[src/rtl/rmii_frame_tx_if.sv]
// Payload dibit stream into the RMII framer and the transmit pins / status coming out.
interface rmii_frame_tx_if;
  logic [1:0] dibit_in;
  logic       valid_in;
  logic [1:0] txd;
  logic       txen;
  logic       busy;
  logic       frame_done;
  logic       err_underflow;
  logic       err_overflow;

  modport master (
    output dibit_in, valid_in,
    input  txd, txen, busy, frame_done, err_underflow, err_overflow
  );

  modport slave (
    input  dibit_in, valid_in,
    output txd, txen, busy, frame_done, err_underflow, err_overflow
  );
endinterface

[src/rtl/rmii_frame_tx.sv]
// Wraps the compiler's dibit stream into an Ethernet II frame on RMII transmit pins.
// state    | meaning
// IDLE     | txen low, waiting for the first payload dibit
// PREAMBLE | 28 dibits of 01
// SFD      | 01 01 01 11
// HEADER   | destination MAC, source MAC, EtherType (56 dibits)
// PAYLOAD  | FIFO bytes, one pop every 4 dibits
// FCS      | inverted CRC, 16 dibits
// IPG      | txen low for the inter-packet gap
module rmii_frame_tx #(
  parameter int          PAYLOAD_BYTES = 1024,
  parameter int          FIFO_DEPTH    = 32,
  parameter logic [47:0] DEST_MAC      = 48'hFFFF_FFFF_FFFF,
  parameter logic [47:0] SRC_MAC       = 48'h02_00_00_00_00_01,
  parameter logic [15:0] ETHERTYPE     = 16'h88B5,
  parameter int          IPG_DIBITS    = 48
) (
  input logic            eth_refclk,
  input logic            rst_n,
  rmii_frame_tx_if.slave tx
);
  localparam int PAY_DIBITS = PAYLOAD_BYTES * 4;
  localparam int CW         = 16;
  localparam int AW         = $clog2(FIFO_DEPTH);

  localparam logic [2:0] ST_IDLE     = 3'd0;
  localparam logic [2:0] ST_PREAMBLE = 3'd1;
  localparam logic [2:0] ST_SFD      = 3'd2;
  localparam logic [2:0] ST_HEADER   = 3'd3;
  localparam logic [2:0] ST_PAYLOAD  = 3'd4;
  localparam logic [2:0] ST_FCS      = 3'd5;
  localparam logic [2:0] ST_IPG      = 3'd6;

  // Byte-reversed header so that dibit h of the wire order sits at bits [2h+1:2h].
  function automatic logic [111:0] hdr_wire_order(input logic [111:0] h);
    logic [111:0] r;
    r = '0;
    for (int k = 0; k < 14; k++) r[8*k +: 8] = h[111-8*k -: 8];
    return r;
  endfunction

  localparam logic [111:0] HDR_WIRE = hdr_wire_order({DEST_MAC, SRC_MAC, ETHERTYPE});

  logic [2:0]    state;
  logic [CW-1:0] cnt;
  logic [CW-1:0] acc_rem;
  logic [31:0]   crc;
  logic [31:0]   crc_nx;
  logic [31:0]   fcs_sr;
  logic [7:0]    tx_byte;
  logic [5:0]    asm_sr;
  logic [1:0]    asm_cnt;
  logic [7:0]    fifo_mem [FIFO_DEPTH];
  logic [AW:0]   wr_ptr;
  logic [AW:0]   rd_ptr;
  logic [AW:0]   wr_ptr_nx;
  logic [7:0]    rd_data;
  logic          fifo_empty;
  logic          fifo_full;
  logic          in_window;
  logic          push_slot;
  logic          accept;
  logic          push;
  logic          drop;
  logic          pop_need;
  logic          pop;
  logic          underflow;
  logic [1:0]    txd_c;
  logic          txen_c;
  logic [5:0]    hdr_pos;
  logic          err_underflow_q;
  logic          err_overflow_q;

  assign fifo_empty = (wr_ptr == rd_ptr);
  assign fifo_full  = ((wr_ptr - rd_ptr) == (AW+1)'(FIFO_DEPTH));
  assign rd_data    = fifo_mem[rd_ptr[AW-1:0]];

  always_comb begin
    in_window = 1'b0;
    case (state)
      ST_IDLE:                                    in_window = 1'b1;
      ST_PREAMBLE, ST_SFD, ST_HEADER, ST_PAYLOAD: in_window = (acc_rem != '0);
      default:                                    in_window = 1'b0;
    endcase
  end

  // A dibit that would complete a byte into a full FIFO is dropped, assembler untouched.
  assign push_slot = (asm_cnt == 2'd3);
  assign accept    = tx.valid_in && in_window && !(push_slot && fifo_full);
  assign drop      = tx.valid_in && !accept;
  assign push      = accept && push_slot;
  assign wr_ptr_nx = push ? wr_ptr + (AW+1)'(1) : wr_ptr;

  assign pop_need  = (state == ST_HEADER && cnt == '0) ||
                     (state == ST_PAYLOAD && cnt[1:0] == 2'b00 && cnt != '0);
  assign underflow = pop_need && fifo_empty;
  assign pop       = pop_need && !fifo_empty;

  assign hdr_pos = 6'd55 - cnt[5:0];

  always_comb begin
    txd_c  = 2'b00;
    txen_c = 1'b0;
    case (state)
      ST_PREAMBLE: begin txen_c = 1'b1; txd_c = 2'b01; end
      ST_SFD:      begin txen_c = 1'b1; txd_c = (cnt == '0) ? 2'b11 : 2'b01; end
      ST_HEADER:   begin txen_c = 1'b1; txd_c = HDR_WIRE[{hdr_pos, 1'b0} +: 2]; end
      ST_PAYLOAD:  begin txen_c = 1'b1; txd_c = tx_byte[1:0]; end
      ST_FCS:      begin txen_c = 1'b1; txd_c = fcs_sr[1:0]; end
      default:     begin txen_c = 1'b0; txd_c = 2'b00; end
    endcase
  end

  always_comb begin
    crc_nx = crc;
    for (int i = 0; i < 2; i++) begin
      if (crc_nx[0] ^ txd_c[i]) crc_nx = (crc_nx >> 1) ^ 32'hEDB8_8320;
      else                      crc_nx = crc_nx >> 1;
    end
  end

  always_ff @(posedge eth_refclk) begin
    if (push) fifo_mem[wr_ptr[AW-1:0]] <= {asm_sr, tx.dibit_in};
  end

  always_ff @(posedge eth_refclk) begin
    if (!rst_n) begin
      state           <= ST_IDLE;
      cnt             <= '0;
      acc_rem         <= '0;
      crc             <= 32'hFFFF_FFFF;
      fcs_sr          <= '0;
      tx_byte         <= '0;
      asm_sr          <= '0;
      asm_cnt         <= '0;
      wr_ptr          <= '0;
      rd_ptr          <= '0;
      err_underflow_q <= 1'b0;
      err_overflow_q  <= 1'b0;
    end else begin
      err_overflow_q  <= drop;
      err_underflow_q <= underflow;
      wr_ptr          <= wr_ptr_nx;

      if (pop) begin
        rd_ptr  <= rd_ptr + (AW+1)'(1);
        tx_byte <= rd_data;
      end else if (state == ST_PAYLOAD) begin
        tx_byte <= {2'b00, tx_byte[7:2]};
      end

      if (accept) begin
        asm_sr  <= {asm_sr[3:0], tx.dibit_in};
        asm_cnt <= asm_cnt + 2'd1;
        acc_rem <= (state == ST_IDLE) ? CW'(PAY_DIBITS - 1) : acc_rem - CW'(1);
      end

      case (state)
        ST_IDLE: begin
          if (accept) begin
            state <= ST_PREAMBLE;
            cnt   <= CW'(27);
            crc   <= 32'hFFFF_FFFF;
          end
        end
        ST_PREAMBLE: begin
          if (cnt == '0) begin state <= ST_SFD; cnt <= CW'(3); end
          else cnt <= cnt - CW'(1);
        end
        ST_SFD: begin
          if (cnt == '0) begin state <= ST_HEADER; cnt <= CW'(55); end
          else cnt <= cnt - CW'(1);
        end
        ST_HEADER: begin
          crc <= crc_nx;
          if (cnt == '0) begin state <= ST_PAYLOAD; cnt <= CW'(PAY_DIBITS - 1); end
          else cnt <= cnt - CW'(1);
        end
        ST_PAYLOAD: begin
          crc <= crc_nx;
          if (cnt == '0) begin
            state  <= ST_FCS;
            cnt    <= CW'(15);
            fcs_sr <= ~crc_nx;
          end else begin
            cnt <= cnt - CW'(1);
          end
        end
        ST_FCS: begin
          fcs_sr <= {2'b00, fcs_sr[31:2]};
          if (cnt == '0) begin state <= ST_IPG; cnt <= CW'(IPG_DIBITS - 1); end
          else cnt <= cnt - CW'(1);
        end
        ST_IPG: begin
          if (cnt == '0) state <= ST_IDLE;
          else cnt <= cnt - CW'(1);
        end
        default: state <= ST_IDLE;
      endcase

      // Starved FIFO: abandon the frame without FCS and discard whatever is left.
      if (underflow) begin
        state   <= ST_IPG;
        cnt     <= CW'(IPG_DIBITS - 1);
        rd_ptr  <= wr_ptr_nx;
        acc_rem <= '0;
        asm_sr  <= '0;
        asm_cnt <= '0;
      end
    end
  end

  assign tx.txd           = txd_c;
  assign tx.txen          = txen_c;
  assign tx.busy          = (state != ST_IDLE);
  assign tx.frame_done    = (state == ST_FCS) && (cnt == '0);
  assign tx.err_underflow = err_underflow_q;
  assign tx.err_overflow  = err_overflow_q;
endmodule

[src/flat_wrapper.sv]
// flat-port wrapper written by rule: the top's interface ports become plain ports
module rmii_frame_tx_flat 
#(
  parameter int          PAYLOAD_BYTES = 1024,
  parameter int          FIFO_DEPTH    = 32,
  parameter logic [47:0] DEST_MAC      = 48'hFFFF_FFFF_FFFF,
  parameter logic [47:0] SRC_MAC       = 48'h02_00_00_00_00_01,
  parameter logic [15:0] ETHERTYPE     = 16'h88B5,
  parameter int          IPG_DIBITS    = 48
)
  (eth_refclk, rst_n, tx_dibit_in, tx_valid_in, tx_txd, tx_txen, tx_busy, tx_frame_done, tx_err_underflow, tx_err_overflow);
  rmii_frame_tx_if tx_i ();
  input logic eth_refclk;
  input logic rst_n;
  input wire logic [$bits(tx_i.dibit_in)-1:0] tx_dibit_in;
  input wire logic [$bits(tx_i.valid_in)-1:0] tx_valid_in;
  output wire logic [$bits(tx_i.txd)-1:0] tx_txd;
  output wire logic [$bits(tx_i.txen)-1:0] tx_txen;
  output wire logic [$bits(tx_i.busy)-1:0] tx_busy;
  output wire logic [$bits(tx_i.frame_done)-1:0] tx_frame_done;
  output wire logic [$bits(tx_i.err_underflow)-1:0] tx_err_underflow;
  output wire logic [$bits(tx_i.err_overflow)-1:0] tx_err_overflow;
  assign tx_i.dibit_in = tx_dibit_in;
  assign tx_i.valid_in = tx_valid_in;
  assign tx_txd = tx_i.txd;
  assign tx_txen = tx_i.txen;
  assign tx_busy = tx_i.busy;
  assign tx_frame_done = tx_i.frame_done;
  assign tx_err_underflow = tx_i.err_underflow;
  assign tx_err_overflow = tx_i.err_overflow;
  rmii_frame_tx #(.PAYLOAD_BYTES(PAYLOAD_BYTES), .FIFO_DEPTH(FIFO_DEPTH), .DEST_MAC(DEST_MAC), .SRC_MAC(SRC_MAC), .ETHERTYPE(ETHERTYPE), .IPG_DIBITS(IPG_DIBITS)) u_core (.eth_refclk(eth_refclk), .rst_n(rst_n), .tx(tx_i));
endmodule
[config.mk]
export PLATFORM = sky130hd
export DESIGN_NAME = rmii_frame_tx_flat
export DESIGN_NICKNAME = d
export VERILOG_FILES = /design/src/rtl/rmii_frame_tx_if.sv /design/src/rtl/rmii_frame_tx.sv /design/src/flat_wrapper.sv
export SDC_FILE = /design/constraint.sdc
export NUM_CORES = 1
export LEC_CHECK = 0
export BUFFER_PORTS_ARGS = -buffer_cell sky130_fd_sc_hd__buf_2
export CAP_MARGIN = 25
export CORE_MARGIN = 5
export CORE_UTILIZATION = 60
export DETAILED_ROUTE_END_ITERATION = 7
export GPL_ROUTABILITY_DRIVEN = 0
export HOLD_SLACK_MARGIN = 0.03
export PLACE_DENSITY = 0.76
export SYNTH_ARGS = -nofsm -noshare
export SYNTH_HDL_FRONTEND = slang
export SYNTH_SLANG_ARGS = --single-unit
[constraint.sdc]
create_clock -name eth_refclk -period 3.65 [get_ports eth_refclk]
set_clock_uncertainty 0.1 [all_clocks]
set_input_delay 0.73 -clock eth_refclk [delete_from_list [all_inputs] [get_ports eth_refclk]]
set_output_delay 0.73 -clock eth_refclk [all_outputs]
set_load 0.02 [all_outputs]
==> reports/summary.txt, run 1 <==
post-DP HPWL: 23700 um
Gate power share: 0.094
worst r2r src: u_core.state[1]
Bufs on Longest Clock Path: 3
Critical Path RT: 2820 ps
Antenna Cells: 0
Worst slew margin: 0.185
PwrDens: 525 nW/um^2
die height: 178 um
Total GRT Usage: 0.244
area delta synth->final: 12.1%
critical path's top delay family: simple AND/OR/NAND/NOR gates
P_int: 7.57 mW
nature of the critical path startpoint: flop
Detailed Routing Iterations Pass 1: 5
Psw: 2.38 mW
DP Area: 17500 um^2
Post-synth EDFFs: 256
period utilization: 0.933
Setup TNS: 0 ps
clk slew on worst S/H paths: 60 ps
WS Path Type: flop to output port
Overall Power: 9.95 mW
power share of the sequential group: 0.487
max cap viols: 0
via/cell ratio: 6.33
TritonCTS clock tree: built
Mapped Avg Cell Area: 13.0 um^2
initial core utilization: 0.609
Final ANT Viol Nets: 0
R2R setup slack: 270 ps
initial DRC count: 1044
DIE AREA: 31600 um^2
Fin Hold WS: 369 ps
hold depth: 2
hold crit path type: flop to flop
Top FF cell, synth: edfxtp_1
flops & latches, synth: 390
final hold vios: 0
post-synthesis cell type count: 75
static leakage: 6.31 nW
Period minus WS final: 3410 ps
setup slack after layout: 244 ps
endpoints failing setup: 0
Worst-Margin Slew: 1220 ps
unrepaired setup endpoints after global routing: no
CTS Hold Bufs: 0
Hold Crit Endpoint: u_core.fcs_sr[31]
Buf+Inv Stages, Crit Path: 2
most common cell after layout, fill and taps aside: edfxtp_1
Sw Share: 0.239
worst hold start: u_core.fcs_sr[31]
Core ar.: 27800 um^2
clock buffer count from CTS: 40
Max FO, Critical Path: 9
worst-path cell chain: inv_1 -> ha_1 -> nor4b_1 -> a21o_1 -> buf_2
Synth Cell Area: 16900 um^2
PortBufs: 11
first-pass GRT wire length: 60600 um
final core utilization: 0.682
DRC: 0
gr ovfl total: 0
synthesized net count: 1325
Setup WS pre-CTS: 225 ps
Post-synth ARST share: 0
Total Nets Final: 1351
R2R cell count: 9
vias after detailed routing: 11000
Worst setup EP type: output port
Rows: 61
largest net degree at the start of global routing: 53
synth warn: 0
worst skew pair latency: 550 ps
Seq/Total Area, Yosys: 0.613
worst reg2reg endpoint: u_core.crc[8]
Clock Sinks: 390
setup bufs post-CTS: 0
Max Slew Vio Count: 0
final instance area: 19000 um^2
layout cell share with drive strength beyond 1: 0.182
peak supply drop: 0.495 mV
critical path arrival: 2580 ps
run status: finished clean
initial antenna violation count: 0
die width: 178 um
number of global-route vias before repair: 11000
clock share of power: 0.418
post-CTS sizing: 0
Placed Cells: 1657
IO Pins: 12
wire per inst: 21.8 um
largest stage delay on the critical path: 570 ps
final wirelength: 37800 um
Root Buffer: clkbuf_16
most frequent cells in the layout: 256 x edfxtp_1, 132 x dfxtp_1, 118 x nor2_1, 114 x nand2_1, 80 x mux4_2
fin cells: 1732
Critical Path Slowest Stage Cell: nor4b_1
fmax: 294 MHz
Cells after Synth: 1298
CTS HTree Levels: 2
worst reg2reg max path: stages (launching register included):
cell,delay [ps]
dfxtp_1,490
inv_1,200
ha_1,420
and3b_1,260
and3_1,190
a32o_1,240
a211oi_4,420
nor3_4,160
or4b_2,660
o221a_2,140
how the worst max path moves through the flow:
| stage | start | end | slack, ps | cells after the start |
|---|---|---|---|---|
| finish | u_core.state[1] | tx_txd[1] | 240 | 5 |
| detailed placement | u_core.cnt[0] | u_core.tx_byte[1] | 220 | 10 |
| global placement | u_core.cnt[0] | flop | 270 | 10 |
| floorplan | u_core.state[2] | u_core.crc[19] | 440 | 10 |
| global route | u_core.state[1] | tx_txd[1] | 10 | 5 |
| CTS | u_core.rd_ptr[1] | u_core.fifo_mem[15][3] | 170 | 9 |
cell usage after synthesis, drive strengths merged, types with 4 or more instances:
library cell	number	share of area
xnor2	17	0.0088
nor2	121	0.027
o221a	6	0.0040
o21a	11	0.0049
xor2	4	0.0021
nor4	13	0.0055
nor3	35	0.011
dfxtp	134	0.16
and2	6	0.0022
a311oi	13	0.0067
inv	25	0.0055
o221ai	7	0.0036
a21oi	79	0.024
clkbuf	54	0.012
o21ai	49	0.015
ha	22	0.016
nand2	115	0.026
or2	6	0.0022
mux4	80	0.11
a211oi	12	0.0061
mux2	4	0.0027
nand3	28	0.0083
or4b	7	0.0041
o211ai	10	0.0044
edfxtp	256	0.45
or3	22	0.0081
buf	25	0.0082
mux2i	10	0.0059
a21o	4	0.0018
a31oi	9	0.0033
and3	14	0.0053
nand4	8	0.0030
nor2b	8	0.0030
nand2b	7	0.0026
nand3b	6	0.0027
o32ai	7	0.0036
a21boi	8	0.0038
o22ai	16	0.0059
a22oi	8	0.0038
power by group through the flow:
stage               registers [mW]  logic [mW]  clock network [mW]
finish                        4.85       0.938                4.16
global route                  4.85        1.04                4.42
CTS                           4.85       0.917                4.22
detailed placement            4.94       0.907                   0
global placement              4.95       0.878                   0
floorplan                     4.91       0.696                   0
registers in the layout (all words and copies together) (netlist names), named ones only:
register	flops
u_core.acc_rem	16
u_core.tx.err_overflow	1
u_core.tx.err_underflow	1
u_core.asm_cnt	2
u_core.rd_ptr	6
u_core.fcs_sr	32
u_core.wr_ptr	6
u_core.state	3
u_core.cnt	16
u_core.tx_byte	8
u_core.asm_sr	6
u_core.fifo_mem	256
u_core.crc	32
cell families (layout without fill, tap and decap cells):
| logic type | count (synthesis) | after routing | synth area share |
|---|---|---|---|
| AOI/OAI and AO/OA | 255 | 255 | 0.0998 |
| muxes | 94 | 94 | 0.115 |
| buffers and inverters | 104 | 160 | 0.0259 |
| and+or+nand+nor | 411 | 411 | 0.118 |
| adders and majority gates | 23 | 23 | 0.0169 |
| xor gates and xnor gates | 21 | 21 | 0.0109 |
| DFF | 390 | 390 | 0.613 |
area by class of cell:
cell class / count / area, um^2
Tap cell: 378 / 473
Inverter: 25 / 93.8
Timing Repair Buffer: 63 / 520
Fill cell: 1963 / 8820
Clock inverter: 18 / 221
Multi-Input combinational cell: 804 / 6140
Sequential cell: 390 / 10400
Clock buffer: 54 / 1130
layer usage:
metal / up-vias / track usage / share of wire
li1: 5015 / - / -
met1: 5452 / 0.336 / 0.41
met2: 439 / 0.409 / 0.50
met3: 63 / 0.0409 / 0.067
met4: 0 / 0.0625 / 0.022
met5: - / 0 / 0
Note: power is estimated with default switching activity, not from simulation.
==> run 2, diff against run 1 <==
--- a/config.mk
+++ b/config.mk
@@ -5,14 +5,15 @@
 export SDC_FILE = /design/constraint.sdc
 export NUM_CORES = 1
 export LEC_CHECK = 0
+export ABC_AREA = 1
 export BUFFER_PORTS_ARGS = -buffer_cell sky130_fd_sc_hd__buf_2
-export CAP_MARGIN = 25
 export CORE_MARGIN = 5
 export CORE_UTILIZATION = 60
 export DETAILED_ROUTE_END_ITERATION = 7
 export GPL_ROUTABILITY_DRIVEN = 0
 export HOLD_SLACK_MARGIN = 0.03
 export PLACE_DENSITY = 0.76
+export REMOVE_ABC_BUFFERS = 1
 export SYNTH_ARGS = -nofsm -noshare
 export SYNTH_HDL_FRONTEND = slang
 export SYNTH_SLANG_ARGS = --single-unit
==> reports/summary.txt, run 2 <==
clk slew on worst S/H paths: 60 ps (about the same)
synth warn: 0 (unchanged)
Worst slew margin: 0.266 (+0.0817)
DRC: 0 (unchanged)
CTS HTree Levels: 2 (unchanged)
Total GRT Usage: 0.259 (+0.0146)
die height: 180 um (+1.0%)
nature of the critical path startpoint: flop
Clock Sinks: 390 (unchanged)
critical path's top delay family: simple AND/OR/NAND/NOR gates
xor/xnor cell area share of the yosys netlist: 0.0182 (+0.00736)
Synth Cell Area: 17300 um^2 (+2.2%)
static leakage: 7.12 nW (+13%)
peak supply drop: 0.580 mV (+17%)
Worst-Margin Slew: 1100 ps (-124 ps)
endpoints failing setup: 0 (unchanged)
top cells by count, synth: 333 x nand2_1, 256 x edfxtp_1, 206 x nor2_1, 154 x o21ai_0, 136 x inv_1
Post-synth ARST share: 0 (unchanged)
max reg flops: 256 (unchanged)
PortBufs: 11 (unchanged)
post-synthesis mux area share: 0.0104 (-0.105)
Rows: 62 (+1.6%)
wire per inst: 19.3 um (-12%)
Seq/Total Area, Yosys: 0.600 (-0.0133)
Max FO, Critical Path: 12 (+3)
post-synthesis cell type count: 41 (-45%)
Critical Path RT: 3710 ps (+890 ps)
IO Pins: 12 (unchanged)
setup slack after layout: 303 ps (+58.9 ps)
most common cell in the synthesized netlist: nand2_1
Antenna Cells: 0 (unchanged)
most frequent cells in the layout: 333 x nand2_1, 256 x edfxtp_1, 205 x nor2_1, 154 x o21ai_0, 134 x inv_1
area of the multi-input gates: 5970 um^2 (-2.8%)
most common cell after layout, fill and taps aside: nand2_1
final hold vios: 0 (unchanged)
Total Nets Final: 1822 (+35%)
initial DRC count: 1632 (+56%)
vias after detailed routing: 13300 (+21%)
flops & latches, synth: 390 (unchanged)
Root Buffer: clkbuf_16
via/cell ratio: 6.01 (-5.1%)
max cap viols: 0 (unchanged)
top post-synthesis cells by area: edfxtp_1 44%, dfxtp_1 16%, nand2_1 7.2%, nor2_1 4.5%, o21ai_0 4.5%
Core ar.: 28500 um^2 (+2.8%)
post-CTS sizing: 0 (unchanged)
initial antenna violation count: 0 (unchanged)
hold crit path type: flop to flop
Cells after Synth: 1798 (+39%)
Critical Path Slowest Stage Cell: nor2_1
fill count: 2246 (+14%)
DIE AREA: 32300 um^2 (+2.1%)
CTS Hold Bufs: 0 (unchanged)
Setup WS pre-CTS: 351 ps (+126 ps)
Compound-Gate Fraction of Synth Area: 0.126 (+0.0265)
largest stage delay on the critical path: 650 ps (+80 ps)
PwrDens: 727 nW/um^2 (+39%)
Post-synth EDFFs: 256 (unchanged)
Buf+Inv Stages, Crit Path: 1 (-1)
die width: 180 um (+1.0%)
Mapped Avg Cell Area: 9.61 um^2 (-26%)
Max Slew Vio Count: 0 (unchanged)
period utilization: 0.917 (-0.0161)
Crit path top cell by count: nor2_1
Final ANT Viol Nets: 0 (unchanged)
worst skew pair latency: 530 ps (-20 ps)
unrepaired setup endpoints after global routing: no
WS Path Type: flop to flop
fin cells: 2208 (+27%)
number of global-route vias before repair: 12700 (+15%)
FF/Latch Area: 10400 um^2 (about the same)
largest net degree at the start of global routing: 129 (+140%)
Fin Hold WS: 366 ps (-2.66 ps)
Top FF cell, synth: edfxtp_1
Simple-Gate Fraction of Synth Area: 0.174 (+0.0561)
worst-path cell chain: ha_1 -> or2_2 -> o211ai_1 -> nor2_1 -> nand3_1 -> nand3_2 -> inv_2 -> nand2_1 -> nor2_1
Detailed Routing Iterations Pass 1: 5 (unchanged)
Period minus WS final: 3350 ps (-58.9 ps)
run status: finished clean
setup bufs post-CTS: 0 (unchanged)
largest family of logic cells by synthesized area: simple AND/OR/NAND/NOR gates
layout cell share with drive strength beyond 1: 0.0839 (-0.0978)
gr ovfl total: 0 (unchanged)
Setup TNS: 0 ps (unchanged)
post-DP HPWL: 25600 um (+7.7%)
area delta synth->final: 10.7%
first-pass GRT wire length: 68200 um (+13%)
Bufs on Longest Clock Path: 3 (unchanged)
clock buffer count from CTS: 41 (+2.5%)
fmax: 299 MHz (+1.8%)
adder-cell share of the synthesized area: 0.0159 (-0.000946)
share of the synthesized area in the top cell type: 0.445 (-0.00987)
critical path arrival: 3410 ps (+830 ps)
final wirelength: 42600 um (+13%)
TritonCTS clock tree: built
initial core utilization: 0.605 (-0.00318)
Worst setup EP type: flop
Placed Cells: 2136 (+29%)
largest area contributor in the netlist: edfxtp_1
final core utilization: 0.671 (-0.0118)
-- run 2: cell count changes after synthesis, sizes merged, moves of 12 or more --
cell	previous run	this run
inv	25	147
mux4	80	0
nor2	121	212
nand3	28	132
o221ai	7	53
nor3	35	14
o21ai	49	193
xor2	4	21
or3	22	0
a211oi	12	0
a311oi	13	0
nand2	115	343
and3	14	0
-- run 2: logic make-up (layout without fill, tap and decap cells) --
| kind of cell | after synthesis | count (layout) |
|---|---|---|
| flops | 390 | 390 |
| buf+inv | 240 | 266 |
| simple gates | 718 | 718 |
| fa+ha+maj | 22 | 22 |
| compound gates | 374 | 374 |
| mux | 18 | 18 |
| xor+xnor | 36 | 36 |
-- run 2: per-stage QoR --
| step | power (mW) | area (um^2) |
|---|---|---|
| 6_report | 13.9 | 19100 |
| 5_1_grt | 14.7 | 19100 |
| 4_1_cts | 13.9 | 19100 |
| 3_5_place_dp | 9.55 | 17700 |
| 3_3_place_gp | 9.47 | 17700 |
| 2_1_floorplan | 8.41 | 16900 |
-- run 2: final cells by class --
cell class	instances	area share
clock buffers	49	0.0568
clock inverters	23	0.0169
inverters	148	0.0292
multi-input cells	1168	0.312
flip-flops and latches	390	0.542
well taps	384	0.0251
repair buffers	46	0.0179
-- run 2: final timing paths --
path	slack [ps]	depth (start not counted)	endpoint	startpoint
worst min register to register	370	2	u_core.fcs_sr[10]	u_core.fcs_sr[10]
worst min-delay path	370	2	u_core.fcs_sr[10]	u_core.fcs_sr[10]
worst max-delay path	300	9	u_core.fifo_mem[25][1]	u_core.wr_ptr[2]
worst max register to register	300	9	u_core.fifo_mem[25][1]	u_core.wr_ptr[2]
-- run 2: power breakdown --
| group | internal [mW] | switching, mW |
|---|---|---|
| combinational | 1.18 | 2.47 |
| sequential | 5.26 | 0.607 |
| clock | 2.69 | 1.70 |
-- run 2: metal layers --
metal / track usage / vias to the layer above / wire, um
li1: - / 6210 / -
met4: 0.0917 / 0 / 1610
met3: 0.0384 / 131 / 3610
met5: 0 / - / 0
met1: 0.351 / 6279 / 17100
met2: 0.429 / 656 / 20300
-- run 2: worst reg2reg max path, delay by kind of cell, from the launching register on --
family,cells,cell delay (ps)
AND/OR/NAND/NOR,6,1740
flip-flops,1,470
adder cells (fa/ha/maj),1,300
buffers and inverters,1,190
AO/OA/AOI/OAI,1,180
